--- config.mk ---
export PLATFORM = sky130hd
export DESIGN_NAME = piano_sequencer
export DESIGN_NICKNAME = d
export VERILOG_FILES = /design/src/rtl/piano_pkg.sv /design/src/rtl/piano_tone_gen.sv /design/src/rtl/piano_sequencer.sv
export SDC_FILE = /design/constraint.sdc
export NUM_CORES = 1
export LEC_CHECK = 0
export ABC_AREA = 0
export BUFFER_PORTS_ARGS = -buffer_cell sky130_fd_sc_hd__buf_2
export CAP_MARGIN = 0
export CORE_MARGIN = 2
export CORE_UTILIZATION = 35
export CTS_BUF_LIST = sky130_fd_sc_hd__clkbuf_8
export DETAILED_ROUTE_END_ITERATION = 8
export GPL_TIMING_DRIVEN = 0
export PLACE_DENSITY = 0.46
export SLEW_MARGIN = 20
export SYNTH_ARGS = -nofsm -noshare
export SYNTH_HDL_FRONTEND = slang
export SYNTH_HIERARCHICAL = 1
export SYNTH_SLANG_ARGS = --single-unit
--- constraint.sdc ---
create_clock -name clock -period 6.65 [get_ports clock]
set_input_delay 0 -clock clock [delete_from_list [all_inputs] [get_ports clock]]
set_output_delay 0 -clock clock [all_outputs]
set_load 0.005 [all_outputs]
--- src/rtl/piano_pkg.sv ---
// rtl/piano_pkg.sv - shared state enum, entry type, note LUT and constants for piano_sequencer
package piano_pkg;

    localparam int NOTE_W_DEF = 8;
    localparam int DUR_W_DEF  = 12;
    localparam int NOTE_NONE  = 0;

    typedef enum logic [1:0] {
        IDLE = 2'd0,
        REC  = 2'd1,
        PLAY = 2'd2
    } state_t;

    typedef struct packed {
        logic [NOTE_W_DEF-1:0] code;
        logic [DUR_W_DEF-1:0]  dur;
    } entry_t;

    // Scan code of the home-row keys to tone half-period in clock cycles; unmapped keys are silent
    function automatic logic [15:0] note_half_period(input logic [NOTE_W_DEF-1:0] note);
        logic [15:0] hp;
        case (note)
            8'h1C:   hp = 16'd5;
            8'h1B:   hp = 16'd6;
            8'h23:   hp = 16'd7;
            8'h2B:   hp = 16'd8;
            8'h34:   hp = 16'd9;
            8'h33:   hp = 16'd10;
            8'h3B:   hp = 16'd11;
            8'h42:   hp = 16'd12;
            default: hp = 16'd0;
        endcase
        return hp;
    endfunction

endpackage

--- src/rtl/piano_tone_gen.sv ---
// rtl/piano_tone_gen.sv - square-wave generator toggling every half_period cycles
module piano_tone_gen #(
    parameter int HP_W = 16
) (
    input  logic            clock,
    input  logic            resetn,
    input  logic [HP_W-1:0] half_period,
    input  logic            enable,
    output logic            sound
);
    logic [HP_W-1:0] cnt_q, cnt_d;
    logic            sound_q, sound_d;

    // Count up to the half-period and flip the output; silence and rewind when disabled or unmapped
    always_comb begin
        cnt_d   = cnt_q;
        sound_d = sound_q;
        if (!enable || half_period == '0) begin
            cnt_d   = '0;
            sound_d = 1'b0;
        end else if (cnt_q == half_period - HP_W'(1)) begin
            cnt_d   = '0;
            sound_d = ~sound_q;
        end else begin
            cnt_d = cnt_q + HP_W'(1);
        end
    end

    // Tone state registers
    always_ff @(posedge clock or negedge resetn) begin
        if (!resetn) begin
            cnt_q   <= '0;
            sound_q <= 1'b0;
        end else begin
            cnt_q   <= cnt_d;
            sound_q <= sound_d;
        end
    end

    assign sound = sound_q;

endmodule

--- src/rtl/piano_sequencer.sv ---
// rtl/piano_sequencer.sv - record/erase/replay key sequencer with shared tone path; PIANO_SEQ_LOOP_EN makes playback loop
module piano_sequencer
    import piano_pkg::*;
#(
    parameter int NOTE_W   = NOTE_W_DEF,
    parameter int DUR_W    = DUR_W_DEF,
    parameter int DEPTH    = 64,
    parameter int TICK_DIV = 5000,
    parameter int HP_W     = 16
) (
    input  logic                   clock,
    input  logic                   resetn,
    input  logic                   record,
    input  logic                   erase,
    input  logic                   play,
    input  logic                   key_valid,
    input  logic [NOTE_W-1:0]      key_code,
    input  logic                   key_release,
    output logic                   sound,
    output logic [NOTE_W-1:0]      out,
    output logic [$clog2(DEPTH):0] count,
    output logic                   full,
    output logic                   empty,
    output logic                   busy
);
    localparam int CW = $clog2(DEPTH) + 1;
    localparam int IW = $clog2(DEPTH);
    localparam int PW = $clog2(TICK_DIV + 1);
    localparam logic [DUR_W-1:0] DUR_MAX = {DUR_W{1'b1}};

    state_t            state_q, state_d;
    logic [CW-1:0]     count_q, count_d;
    logic [NOTE_W-1:0] held_q, held_d, out_q, out_d, code_q, code_d, out_prev_q, out_prev_d;
    logic              open_q, open_d, pend_q, pend_d;
    logic [DUR_W-1:0]  dur_q, dur_d, tcnt_q, tcnt_d;
    logic [PW-1:0]     pre_q, pre_d;
    logic [IW-1:0]     idx_q, idx_d;
    logic              rec_q, rec_d, erase_q, erase_d, play_q, play_d;

    entry_t            mem [DEPTH];
    entry_t            wr_entry;
    logic              commit;
    logic              room;
    logic              tick;
    logic              last;
    logic [DUR_W-1:0]  commit_dur;
    logic [DUR_W-1:0]  cur_dur;
    logic              rec_rise, rec_fall, play_rise, erase_rise;
    logic [HP_W-1:0]   half_period;
    logic              tone_en;

    assign rec_rise   = record & ~rec_q;
    assign rec_fall   = ~record & rec_q;
    assign play_rise  = play & ~play_q;
    assign erase_rise = erase & ~erase_q;
    assign tick       = (pre_q == PW'(TICK_DIV - 1));
    assign commit_dur = (dur_q == '0) ? DUR_W'(1) : dur_q;
    assign cur_dur    = DUR_W'(mem[idx_q].dur);
    assign last       = ((CW'(idx_q) + CW'(1)) == count_q);
    assign wr_entry   = '{code: NOTE_W_DEF'(code_q), dur: DUR_W_DEF'(commit_dur)};

    // Next-state logic: live key tracking, mode transitions, recording and timed playback
    always_comb begin
        state_d    = state_q;
        count_d    = count_q;
        held_d     = held_q;
        code_d     = code_q;
        open_d     = open_q;
        dur_d      = dur_q;
        pre_d      = pre_q;
        idx_d      = idx_q;
        tcnt_d     = tcnt_q;
        pend_d     = 1'b0;
        rec_d      = record;
        erase_d    = erase;
        play_d     = play;
        out_prev_d = out_q;
        commit     = 1'b0;
        room       = 1'b0;

        if (state_q != PLAY && key_valid) begin
            if (!key_release) begin
                held_d = key_code;
            end else if (key_code == held_q) begin
                held_d = '0;
            end
        end

        case (state_q)
            IDLE: begin
                if (rec_rise || pend_q) begin
                    state_d = REC;
                    open_d  = 1'b0;
                end else if (play_rise) begin
                    if (count_q != '0) begin
                        state_d = PLAY;
                        idx_d   = '0;
                        pre_d   = '0;
                        tcnt_d  = '0;
                    end
                end else if (erase_rise && count_q != '0) begin
                    count_d = count_q - CW'(1);
                end
            end
            REC: begin
                if (open_q) begin
                    pre_d = tick ? '0 : pre_q + PW'(1);
                    if (tick && dur_q != DUR_MAX) begin
                        dur_d = dur_q + DUR_W'(1);
                    end
                end
                if (rec_fall) begin
                    commit  = open_q;
                    open_d  = 1'b0;
                    state_d = IDLE;
                end else if (key_valid && !key_release) begin
                    // An open note is closed by the next make before the new one opens
                    commit = open_q;
                    room   = ((count_q + CW'(open_q)) != CW'(DEPTH));
                    open_d = room;
                    if (room) begin
                        code_d = key_code;
                        dur_d  = '0;
                        pre_d  = '0;
                    end
                end else if (key_valid && key_release && open_q && key_code == code_q) begin
                    commit = 1'b1;
                    open_d = 1'b0;
                end
            end
            PLAY: begin
                if (rec_rise) begin
                    state_d = IDLE;
                    pend_d  = 1'b1;
                end else if (play_rise) begin
                    state_d = IDLE;
                end else begin
                    pre_d = tick ? '0 : pre_q + PW'(1);
                    if (tick) begin
                        if (tcnt_q + DUR_W'(1) == cur_dur) begin
                            tcnt_d = '0;
                            if (last) begin
`ifdef PIANO_SEQ_LOOP_EN
                                idx_d   = '0;
`else
                                state_d = IDLE;
`endif
                            end else begin
                                idx_d = idx_q + IW'(1);
                            end
                        end else begin
                            tcnt_d = tcnt_q + DUR_W'(1);
                        end
                    end
                end
            end
            default: state_d = IDLE;
        endcase

        if (commit) begin
            count_d = count_q + CW'(1);
        end

        out_d = (state_d == PLAY) ? NOTE_W'(mem[idx_d].code) : held_d;
    end

    // Control, timing and edge-detect registers
    always_ff @(posedge clock or negedge resetn) begin
        if (!resetn) begin
            state_q    <= IDLE;
            count_q    <= '0;
            held_q     <= '0;
            out_q      <= '0;
            out_prev_q <= '0;
            code_q     <= '0;
            open_q     <= 1'b0;
            pend_q     <= 1'b0;
            dur_q      <= '0;
            tcnt_q     <= '0;
            pre_q      <= '0;
            idx_q      <= '0;
            rec_q      <= 1'b0;
            erase_q    <= 1'b0;
            play_q     <= 1'b0;
        end else begin
            state_q    <= state_d;
            count_q    <= count_d;
            held_q     <= held_d;
            out_q      <= out_d;
            out_prev_q <= out_prev_d;
            code_q     <= code_d;
            open_q     <= open_d;
            pend_q     <= pend_d;
            dur_q      <= dur_d;
            tcnt_q     <= tcnt_d;
            pre_q      <= pre_d;
            idx_q      <= idx_d;
            rec_q      <= rec_d;
            erase_q    <= erase_d;
            play_q     <= play_d;
        end
    end

    // Sequence buffer; contents need no reset because count gates every read
    always_ff @(posedge clock) begin
        if (commit) begin
            mem[count_q[IW-1:0]] <= wr_entry;
        end
    end

    // The tone generator sits out the cycle in which the note changes so each note starts from a low phase
    assign half_period = HP_W'(note_half_period(NOTE_W_DEF'(out_q)));
    assign tone_en     = (out_q == out_prev_q) && (out_q != NOTE_W'(NOTE_NONE));

    piano_tone_gen #(.HP_W(HP_W)) u_tone (
        .clock       (clock),
        .resetn      (resetn),
        .half_period (half_period),
        .enable      (tone_en),
        .sound       (sound)
    );

    assign out   = out_q;
    assign count = count_q;
    assign full  = (count_q == CW'(DEPTH));
    assign empty = (count_q == '0);
    assign busy  = (state_q != IDLE);

endmodule

==> results.yml <==
setup_path:
  critPathMostFrequentCell: "buf_6"
  path_depth: 23
  cp_data_required_time_ps: 7450
  reg2reg_to: "out[1]$_DFF_PN0_"
  crit_path_end_kind: "flip-flop"
  cpMaxStageDelayCell: "or4b_1"
  startpoint: "idx_q[0]$_DFF_PN0_"
  worst-setup-path-type: "reg2reg"
  reg2reg_slack_ps: 50
  reg2reg_depth: 23
  critPathArrivalTime_ps: 7400
  worst_r2r_startpoint: "idx_q[0]$_DFF_PN0_"
  worstSetupStartpointType: "flip-flop"
  crit_end: "out[1]$_DFF_PN0_"
  critical_path_peak_fanout: 10
  cp_top_family: "simple AND/OR/NAND/NOR gates"
  cp_slowest_stage_delay_ps: 600
  critPathBufInv: 8
  crit_chain: "buf_6 > buf_12 > buf_12 > buf_6 > buf_6 > buf_6 > mux2i_1 > nand2_1 > nand3_1 > nand4_1 > xor2_1 > nand2_1 > o32a_1 > or4b_1 > o31ai_4 > nand3_4 > clkbuf_2 > clkbuf_4 > mux2_2 > o211ai_1 > nand4_1 > nand4_1 > o311ai_2"
global_route:
  grt-ovfl-total: 0
  grt_pass1_vias: 34900
  grt_pass1_wl_um: 281000
  grtUsageTotal_pct: 24.0
  antenna_found_initial: 4
  grt_start_max_net_pins: 65
clocking:
  htree_num_levels: 4
  clk_pin_slew_ps: 60
  cts_tree: "yes"
  cts.sink_count: 1386
  clockBufferDepth: 3
  clkLatencyLatePin_ps: 990
  numCtsBuffers: 229
  cts_root_buf: "clkbuf_8"
power_and_ir_drop:
  p_leak_nw: 22.1
  power_frac_comb_pct: 17.1
  clock_power_share_pct: 31.8
  pwr-share-seq_pct: 51.1
  powerDensity_nw_per_um2: 326
  power.switching_mw: 6.82
  p_int_mw: 15.5
  power_switching_share_pct: 30.5
  ir_drop_v: 0.000254
timing:
  hold_ws_ps: 127
  worst_clock_skew_ps: 48.8
  slew_violations: 0
  fin_crit_ps: 6600
  max-slew-margin-rel_pct: 26.5
  hold_viol: 0
  setup_slack_ps: 45.8
  finalSetupViolCount: 0
  period_share_pct: 99.3
  max_freq_ghz: 0.151
  tightest_slew_ps: 1090
floorplan:
  die_x_um: 410
  rows: 149
  die_height_um: 410
  boundaryPins: 34
  start_util_pct: 35.2
  die-area_um2: 168000
  core_area_um2: 164000
routing:
  routed_wl_um: 203000
  drtIter0Drc: 3749
  viasPerCell: 5.49
  drc_errors: 0
  avgRoutedWirePerCell_um: 31.4
  vias: 35500
  antenna_left: 0
  drtPass1Iterations: 6
cells_and_area:
  fin_nets: 4116
  fill_cells: 15100
  drive_gt1_share_pct: 20.0
  finalNonFillerCells: 6467
  syn_to_final_growth_pct: 18.6
synth:
  async_reset_ff_share_pct: 7.65
  ys_seq_area_share_pct: 71.1
  syn_inst: 3653
  synth_area_per_cell_um2: 15.8
  synth_edf_count: 1280
  syn_area_um2: 57800
  dominantRegCellSynth: "edfxtp_1"
  ys_ff_latch: 1386
  yosysUniqueCellTypes: 99
  yosysWarnings: 6
hold_path:
  worst_hold_path_type: "in2async"
outcome:
  status: "completed"
place:
  pre_cts_slack_ps: -2530
  finalWeightedCongestion: 0.859
  port_buffers: 33
  dpl.hpwl_um: 138000
  dp_cells: 6003
flow_run:
  max_cap_viol_count: 0
## worst reg2reg max path, cell delays in order, from the launching register on
cell and delay (ps):
dfrtp_2 450, buf_6 230, buf_12 210, buf_12 200, buf_6 260, buf_6 280
buf_6 250, mux2i_1 230, nand2_1 80, nand3_1 140, nand4_1 370, xor2_1 240
nand2_1 90, o32a_1 350, or4b_1 600, o31ai_4 390, nand3_4 200, clkbuf_2 260
clkbuf_4 290, mux2_2 350, o211ai_1 240, nand4_1 270, nand4_1 300, o311ai_2 190
## what timing repair did
| action | 4_1_cts | 5_1_grt |
|---|---|---|
| hold endpoints to repair | 145 | 0 |
| pin swaps | 8 | 8 |
| hold buffers | 29 | 0 |
| resized for setup | 143 | 36 |
| cloned | 0 | 0 |
| setup endpoints to repair | 11 | 8 |
| buffers inserted | 5 | 3 |
## synthesized netlist by cell type (12+ instances only)
master / number / area (um^2)
o21a_1: 13 / 97.6
a21oi_1: 95 / 475
nand4_1: 53 / 332
inv_1: 41 / 154
nor2_1: 168 / 631
nand3_1: 89 / 445
buf_6: 24 / 270
dfrtp_1: 106 / 2650
buf_1: 12 / 45.0
and3_1: 17 / 106
and2_1: 16 / 100
nand2_1: 204 / 766
a22o_1: 17 / 149
xnor2_1: 64 / 561
o22ai_1: 32 / 200
a21boi_0: 17 / 128
nand2b_1: 15 / 93.8
a22oi_1: 87 / 653
xor2_1: 39 / 342
mux2i_1: 408 / 4080
ha_1: 18 / 225
o31ai_1: 35 / 263
mux2_2: 84 / 946
o21ai_0: 108 / 541
nor4_1: 35 / 219
mux4_2: 58 / 1310
o211ai_1: 31 / 233
buf_4: 13 / 97.6
nor3_1: 47 / 235
o32ai_1: 33 / 289
a211oi_1: 14 / 105
a31oi_1: 36 / 225
clkbuf_1: 105 / 394
nor2b_1: 26 / 163
edfxtp_1: 1280 / 38400
buf_2: 47 / 235
## stage by stage
| stage | util (%) | total power [mW] | setup TNS (ps) | instance area, um^2 |
|---|---|---|---|---|
| floorplan | - | 13.3 | 0 | 58000 |
| global placement | 37.0 | 15.1 | -1345950 | 60900 |
| detailed placement | 38.6 | 15.3 | -19910 | 63400 |
| CTS | 41.6 | 22.5 | 0 | 68400 |
| global route | 41.7 | 23.2 | -1.06 | 68500 |
| finish | 41.7 | 22.3 | 0 | 68500 |
## cell type report
type | count | area, um^2 | area share [%]
Tap cell | 2189 | 2740 | 4.00
Clock buffer | 240 | 3300 | 4.82
Multi-Input combinational cell | 2059 | 16400 | 23.9
Sequential cell | 1386 | 41100 | 60.0
Antenna cell | 4 | 10.0 | 0.0146
Inverter | 45 | 171 | 0.250
Clock inverter | 183 | 941 | 1.37
Timing Repair Buffer | 152 | 2470 | 3.61
Buffer | 209 | 1390 | 2.03
## worst min path at each step
stage,depth (start not counted),endpoint
2_1_floorplan,0,code_q[0]$_DFFE_PN0P_
3_3_place_gp,1,play_q$_DFF_PN0_
4_1_cts,4,out_prev_q[5]$_DFF_PN0_
6_report,4,out_prev_q[5]$_DFF_PN0_
3_5_place_dp,1,out_prev_q[3]$_DFF_PN0_
5_1_grt,4,out_prev_q[5]$_DFF_PN0_
## flip-flops by register name (all words and copies together), names as in the netlist
register / cells
idx_q: 6
dur_q: 12
mem: 1280
held_q: 8
rec_q: 1
open_q: 1
tcnt_q: 12
state_q: 2
u_tone/sound: 1
count: 7
pre_q: 13
pend_q: 1
code_q: 8
out_prev_q: 8
u_tone/cnt_q: 16
play_q: 1
out: 8
erase_q: 1
## placed cells by master (no fill, tap or decap), types with 31 or more instances in the layout
cell,instances
edfxtp_1,1280
mux2i_1,400
clkbuf_8,241
nand2_1,199
inv_1,126
o21ai_0,97
nor2_1,95
a21oi_1,95
dfrtp_1,95
nand3_1,88
a22oi_1,87
mux2_2,84
nor2_4,69
buf_2,66
xnor2_1,64
clkinv_1,64
mux4_2,58
nand4_1,53
clkbuf_1,52
nor3_1,47
conb_1,47
buf_12,45
buf_16,40
xor2_1,38
a31oi_1,35
nor4_1,34
o31ai_1,34
clkbuf_4,32
o211ai_1,31
## logic make-up (layout without fill, tap and decap cells)
| logic type | Yosys count | in the layout | share of synthesized area (%) |
|---|---|---|---|
| flops | 1386 | 1386 | 71.1 |
| simple gates | 738 | 738 | 6.31 |
| compound gates | 597 | 597 | 7.13 |
| mux | 555 | 555 | 11.2 |
| buf+inv | 254 | 829 | 2.30 |
| xor+xnor | 103 | 103 | 1.56 |
| fa+ha+maj | 19 | 19 | 0.424 |
| other cells | 1 | 51 | 0.00649 |
## layer usage
metal	vias up	wire, um	GRT usage, %
li1	15300	-	-
met1	18600	87300	32.4
met2	1335	97600	39.6
met3	311	11900	3.95
met4	2	5960	7.18
met5	-	12	0
## power groups by stage
| stage | clock [mW] | combinational (mW) | sequential [mW] |
|---|---|---|---|
| finish | 7.11 | 3.82 | 11.4 |
| floorplan | 0 | 1.71 | 11.6 |
| global placement | 0 | 2.99 | 12.1 |
| detailed placement | 0 | 3.66 | 11.6 |
| global route | 7.64 | 4.08 | 11.5 |
| CTS | 7.25 | 3.81 | 11.4 |
No activity file was read; power rests on OpenSTA's default activity.
